File: config.mk
export PLATFORM = sky130hd
export DESIGN_NAME = gf180mcu_fd_sc_mcu7t5v0__scan_unload_rdr
export DESIGN_NICKNAME = d
export VERILOG_FILES = /design/src/rtl/gf180mcu_fd_sc_mcu7t5v0__scan_unload_rdr.sv
export SDC_FILE = /design/constraint.sdc
export NUM_CORES = 1
export LEC_CHECK = 0
export BUFFER_PORTS_ARGS = -buffer_cell sky130_fd_sc_hd__buf_2
export CELL_PAD_IN_SITES_DETAIL_PLACEMENT = 1
export CELL_PAD_IN_SITES_GLOBAL_PLACEMENT = 1
export CORE_UTILIZATION = 39
export CTS_BUF_LIST = sky130_fd_sc_hd__clkbuf_8
export CTS_CLUSTER_DIAMETER = 80
export DETAILED_ROUTE_END_ITERATION = 16
export PLACE_DENSITY = 0.87
export SLEW_MARGIN = 20
export SYNTH_ARGS = -nofsm -noshare
export SYNTH_HDL_FRONTEND = slang
export SYNTH_SLANG_ARGS = --single-unit
File: constraint.sdc
create_clock -name CLK -period 1.5 [get_ports CLK]
set_input_delay 0.15 -clock CLK [delete_from_list [all_inputs] [get_ports CLK]]
set_output_delay 0.15 -clock CLK [all_outputs]
set_load 0.05 [all_outputs]
File: src/rtl/gf180mcu_fd_sc_mcu7t5v0__scan_unload_rdr.sv
`default_nettype none
// ============================================================================
// Module   : gf180mcu_fd_sc_mcu7t5v0__scan_unload_rdr
// Purpose  : Serial read-out engine for a bank of capture flops. On a capture
//            request the WIDTH-bit parallel word is snapshotted and shifted
//            out MSB-first over a single-bit valid/ready stream, optionally
//            followed by an even-parity bit.
// Revision : 1.0 - initial release
// ----------------------------------------------------------------------------
// Ports
//   CLK       in   1      rising-edge clock
//   R         in   1      synchronous reset, active-high
//   CAP_REQ   in   1      capture request (honoured only when idle)
//   PI        in   WIDTH  parallel word to snapshot
//   CAP_ACK   out  1      one-cycle pulse: snapshot taken
//   SO        out  1      serial data bit (0 when SO_VALID=0)
//   SO_VALID  out  1      SO holds a valid bit
//   SO_READY  in   1      downstream accepts the current bit
//   SO_LAST   out  1      current bit is the final bit of the frame
//   BUSY      out  1      frame in progress
//   DONE      out  1      one-cycle pulse after the final bit is accepted
// ============================================================================
module gf180mcu_fd_sc_mcu7t5v0__scan_unload_rdr #(
  parameter int WIDTH     = 8,
  parameter bit PARITY_EN = 1'b1
) (
  input  logic             CLK,
  input  logic             R,
  input  logic             CAP_REQ,
  input  logic [WIDTH-1:0] PI,
  output logic             CAP_ACK,
  output logic             SO,
  output logic             SO_VALID,
  input  logic             SO_READY,
  output logic             SO_LAST,
  output logic             BUSY,
  output logic             DONE
);

  // Counter reaches WIDTH after the last data bit, so it needs WIDTH+1 codes.
  localparam int               CNT_W    = $clog2(WIDTH + 1);
  localparam logic [CNT_W-1:0] LAST_IDX = CNT_W'(WIDTH - 1);

  typedef enum logic [1:0] {
    IDLE  = 2'd0,
    SHIFT = 2'd1,
    PAR   = 2'd2,
    FIN   = 2'd3
  } state_t;

  state_t           state, state_nxt;
  state_t           after_data;
  logic [WIDTH-1:0] shadow, shadow_nxt;
  logic [CNT_W-1:0] count, count_nxt;
  logic             par, par_nxt;
  logic             cap_ack, cap_ack_nxt;
  logic             last_data;

  // Where the frame goes once the final data bit has been accepted.
  generate
    if (PARITY_EN) begin : g_par_on
      assign after_data = PAR;
    end else begin : g_par_off
      assign after_data = FIN;
    end
  endgenerate

  assign last_data = (count == LAST_IDX);

  // --------------------------------------------------------------------------
  // State and datapath registers
  // --------------------------------------------------------------------------
  always_ff @(posedge CLK) begin
    if (R) begin
      state   <= IDLE;
      shadow  <= '0;
      count   <= '0;
      par     <= 1'b0;
      cap_ack <= 1'b0;
    end else begin
      state   <= state_nxt;
      shadow  <= shadow_nxt;
      count   <= count_nxt;
      par     <= par_nxt;
      cap_ack <= cap_ack_nxt;
    end
  end

  // --------------------------------------------------------------------------
  // Next-state and output decode
  // --------------------------------------------------------------------------
  always_comb begin
    state_nxt   = state;
    shadow_nxt  = shadow;
    count_nxt   = count;
    par_nxt     = par;
    cap_ack_nxt = 1'b0;
    SO          = 1'b0;
    SO_VALID    = 1'b0;
    SO_LAST     = 1'b0;
    DONE        = 1'b0;

    unique case (state)
      IDLE: begin
        if (CAP_REQ) begin
          shadow_nxt  = PI;
          count_nxt   = '0;
          par_nxt     = ^PI;
          cap_ack_nxt = 1'b1;
          state_nxt   = SHIFT;
        end
      end

      SHIFT: begin
        SO       = shadow[WIDTH-1];
        SO_VALID = 1'b1;
        // The last data bit closes the frame only when no parity follows.
        SO_LAST  = !PARITY_EN && last_data;
        if (SO_READY) begin
          shadow_nxt = {shadow[WIDTH-2:0], 1'b0};
          count_nxt  = count + 1'b1;
          if (last_data) begin
            state_nxt = after_data;
          end
        end
      end

      PAR: begin
        SO       = par;
        SO_VALID = 1'b1;
        SO_LAST  = 1'b1;
        if (SO_READY) begin
          state_nxt = FIN;
        end
      end

      FIN: begin
        DONE      = 1'b1;
        state_nxt = IDLE;
      end

      default: begin
        state_nxt = IDLE;
      end
    endcase
  end

  assign CAP_ACK = cap_ack;
  assign BUSY    = (state != IDLE);

endmodule
`default_nettype wire
Word level (Yosys, flattened, before mapping):

Index checks and enable logic that the tools add are counted.

* flip-flop bits (word level): 16
* bits of input ports: 12
* output and inout bits: 6
* logic and storage cells: 40

* add/subtract/negate cells: 1
* eq/ne operators: 8
* mux-type cells: 16
* bitwise gates (word level): 1
* reductions and logical operators: 9

Operator list (number)
* $mux W8: 2
* $pmux W8 S2: 1
* $mux W2: 4
* $mux W4: 2
* $ne A2 B2 Y1 const B: 4
* $pmux W2 S4: 1
* $pmux W4 S2: 1
* $reduce_xor A8 Y1: 1
* $add A4 B1 Y4 const B: 1
* $eq A2 B2 Y1 const B: 2
* $eq A4 B3 Y1 const B: 1
* $mux W1: 4
* $reduce_and A4 Y1: 1
* $reduce_bool A2 Y1: 2
* $reduce_or A2 Y1: 2
* $reduce_and A3 Y1: 1
* $eq A2 B1 Y1 const B: 1
* $logic_not A2 Y1: 1
* $pmux W1 S2: 1
* $reduce_and A2 Y1: 1
* $not A1 Y1: 1

Logic depth before layout (Yosys ltp):

* depth in word-level cells: 4
* depth in mapped cells: 8
* depth with buffers taken out: 6

Worst setup path after synthesis:

No wires, ideal clock.

* kind: flip-flop to output port
* from: reg state[0]
* to: out SO
* data arrival time: 1810 ps
* path slack: -460 ps
* cell stages (with the launch flop): 4
* path buffers: 0
* path through: dfxtp_1 -> inv_1 -> ha_1 -> nor2b_1

* word-level cells in the longest chain between the ends: 2
* elaborated cells between the ends (all ways): 3
* those cells by class: eq/ne: 2; mux: 1

RTL lines
* from (decl): RTL line 51 `state_t state, state_nxt;`
* from (signal assigned): RTL line 81 `state <= state_nxt;`
* $eq A2 B2 Y1 / $eq A2 B1 Y1 (equally long branches): RTL line 103 `unique case (state)`
* $pmux W1 S2 (*): RTL line 103
* to (decl): RTL line 32 `output logic SO,`

Every way passes the cells marked *; elsewhere a longest branch is shown, timed or not.

Final worst setup path:

* from: reg state[1]
* to: reg shadow[3]

* word-level cells in the longest chain between the ends: 3
* elaborated cells between the ends (all ways): 7
* those cells by class: eq/ne: 3; mux: 1; reduce/logical: 3

RTL lines
* $eq A2 B1 Y1 / $logic_not A2 Y1 (equally long branches): RTL line 103
* $ne A2 B2 Y1 (no source line) / $reduce_bool A2 Y1 (equally long branches)
* $reduce_and A3 Y1 (no source line)
* to (signal assigned): RTL line 82 `shadow <= shadow_nxt;`
* to (decl): RTL line 53 `logic [WIDTH-1:0] shadow, shadow_nxt;`

Parallel ways exist; a longest one is shown, timed or not.
A chain may end at the register's enable or synchronous reset.

==> metrics.md <==
| Metric | Value |
|---|---|
| Status | `finished, violations left` |
| Failing checks | `negative setup slack` |
| Post-synth net total | `between 100 and 150` |
| Minimum clock period | `1.56 ns` |
| Nature of the critical path endpoint | `flop` |
| Post-DP HPWL | `1.70 mm` |
| Gpl congestion | `0.736` |
| Yosys Warn Count | `0` |
| Placed inst area | `1150 um2` |
| Clk Latency, worst-skew pair | `between 0.2 and 0.3 ns` |
| Vias per cell | `between 5 and 6` |
| Syn Area/Cell | `9.66 um2` |
| Via count | `about 840` |
| Cells after synthesis | `100` |
| Sequential-to-total area share from yosys stat | `33.2%` |
| Clk root buf | `clkbuf_8` |
| DIE AREA | `approximately 2700 um2` |
| Worst EP arrival | `1.73 ns` |
| First-pass GRT wire length | `~4.3 mm` |
| Nets | `150` |
| WP buf/inv | `3` |
| Synth cell types | `29` |
| Worst-Margin Slew | `0.356 ns` |
| Pin count of the biggest net entering global routing | `16` |
| VDD IR max | `1.39 mV` |
| RSZ-0062 raised after global routing | `yes` |
| P_leak | `0.000549 uW` |
| Setup TNS Final | `-0.242 ns` |
| Die X | `51.8 um` |
| Crit path required time | `1.67 ns` |
| Hold path start | `CAP_REQ` |
| Max-slew violations | `0` |
| Final period utilization | `104%` |
| Routed WL per cell | `roughly 17 um` |
| Crit path from | `state[1]` |
| Critical Path Fanout Max | `7` |
| Synth area leaders | `dfxtp_1 (33%), ha_1 (9.1%), mux2i_1 (8.3%), xnor2_1 (8.2%), a211oi_2 (5.2%)` |
| Antenna cells | `0` |
| DRT iter0 DRCs | `16` |
| Die H | `51.8 um` |
| Routed Antenna Nets | `0` |
| PortBufs | `17` |
| Fill cells | `around 240` |
| Starting Density | `42.4%` |
| Synth top area share | `33.2%` |
| Drt first pass iters | `4` |
| Most common cell after layout, fill and taps aside | `buf_2` |
| FF-to-FF Start | `state[1]` |
| CP max-delay cell | `dfxtp_2` |
| Mapped Area | `966 um2` |
| Clock skew | `0.00754 ns` |
| CTS tree | `done` |
| Routed wire length | `around 2.7 mm` |
| GR Util All Layers | `21.9%` |
| Floorplan Core Area | `2280 um2` |
| Slew HR | `76.2%` |
| Layout area overhead | `39.8%` |
| Max incr delay on CP | `0.36 ns` |
| Cell Rows | `17` |
| FF+latch count, synth | `16` |
| Initial antenna violation count | `0` |
| Final setup fails | `9` |
| Setup crit start kind | `flop` |
| DRC Markers | `0` |
| Hold Vio Cnt, Final | `0` |
| Area leader, netlist | `dfxtp_1` |
| I/O pins | `18` |
| Final Cell Area | `around 1400 um2` |
| Fmax | `~0.64 GHz` |
| Crit-path cells | `inv_4 -> ha_4 -> nor2_2 -> nor3_4 -> buf_6 -> buf_16 -> a211oi_2` |
| Family with the most delay on the worst path | `simple AND/OR/NAND/NOR gates` |
| Max cap viols | `0` |
| Pwr Density | `2530 nW/um2` |
| Num CTS Buffers | `3` |
| WHS | `0.247 ns` |
| Worst-path clk slew | `around 0.07 ns` |
| GRT overflow | `0` |
| WS Path Type | `flop to flop` |
| H-tree Lvls | `1` |
| Share of layout cells above drive strength 1 | `45.4%` |
| Commonest cells after routing, fill and taps aside | `buf_2 (15), dfxtp_1 (14), buf_4 (12)` |
| Worst min-delay path class | `input pin to flop` |
| Fin worst setup slack | `-0.0581 ns` |
| Vias in the first global route | `~900` |
| Clock Path Buffers | `2` |
| Clock sink count | `16` |
==> final cells by class <==
cell class / instances / area (um2) / share of cell area (%)
multi-input cells: 76 / 674 / 50.0
flip-flops and latches: 16 / 325 / 24.1
repair buffers: 31 / 244 / 18.1
clock buffers: 4 / 55.1 / 4.08
well taps: 28 / 35.0 / 2.60
inverters: 3 / 16.3 / 1.20
==> cells in the mapped netlist <==
master	count
dfxtp_1	16
nor2_1	11
xnor2_1	9
mux2i_1	8
ha_1	7
a211oi_1	5
o21ai_0	5
a211oi_2	4
a21oi_1	4
nor2b_1	4
inv_1	3
nor2_2	3
buf_2	2
buf_6	2
nand2_1	2
nand3_1	2
a21o_1	1
a22oi_1	1
a311oi_1	1
and3b_1	1
clkbuf_1	1
nand3b_1	1
nor2b_4	1
nor3_4	1
nor3b_1	1
nor4_1	1
nor4b_2	1
o21ba_2	1
o21bai_1	1
==> metal layers <==
layer	up-vias	track usage (%)	part of all wire, %
li1	410	-	-
met1	401	25.9	46
met2	22	37.9	49
met3	8	4.09	3.1
met4	0	9.91	1.9
met5	-	0	0
==> report_power, final <==
group	switching [uW]	internal, uW	total (uW)
Sequential	110	564	674
Clock	157	233	390
Combinational	1230	1130	2360
==> timing repair <==
item | in CTS | in global routing
setup buffers | 4 | 3
pin swaps | 1 | 3
gates resized for setup | 8 | 9
hold buffers | 0 | 0
cloned | 1 | 0
setup endpoints to repair | 14 | 15
==> path summary, 6_finish.rpt <==
| path | to | slack [ns] | cells past startpoint |
|---|---|---|---|
| worst max-delay path | shadow[3] | -0.06 | 7 |
| worst min register to register | shadow[0] | 0.51 | 2 |
| worst max register to register | shadow[3] | -0.06 | 7 |
| worst min-delay path | par | 0.25 | 2 |
==> flip-flops by register name (all words and copies together), names as in the netlist <==
name	flops
CAP_ACK	1
count	4
par	1
shadow	8
state	2
==> stage by stage <==
stage,utilization [%],std cells,power (uW),setup slack (ns)
3_3_place_gp,50.5,146,2390,0.0351
4_1_cts,57.7,155,3280,-0.0245
3_5_place_dp,50.5,146,2460,-0.111
2_1_floorplan,-,100,2090,-0.0965
5_1_grt,59.3,158,3620,-0.142
6_report,59.3,158,3420,-0.0581
==> logic make-up (layout without fill, tap and decap cells) <==
| logic type | Yosys count | after routing | synth area share [%] |
|---|---|---|---|
| muxes | 8 | 8 | 8.29 |
| AOI/OAI and AO/OA | 23 | 23 | 18.0 |
| and+or+nand+nor | 29 | 29 | 18.4 |
| DFF | 16 | 16 | 33.2 |
| adders and majority gates | 7 | 7 | 9.07 |
| buffers and inverters | 8 | 38 | 4.92 |
| xor gates and xnor gates | 9 | 9 | 8.16 |
No activity file was read; power rests on OpenSTA's default activity.
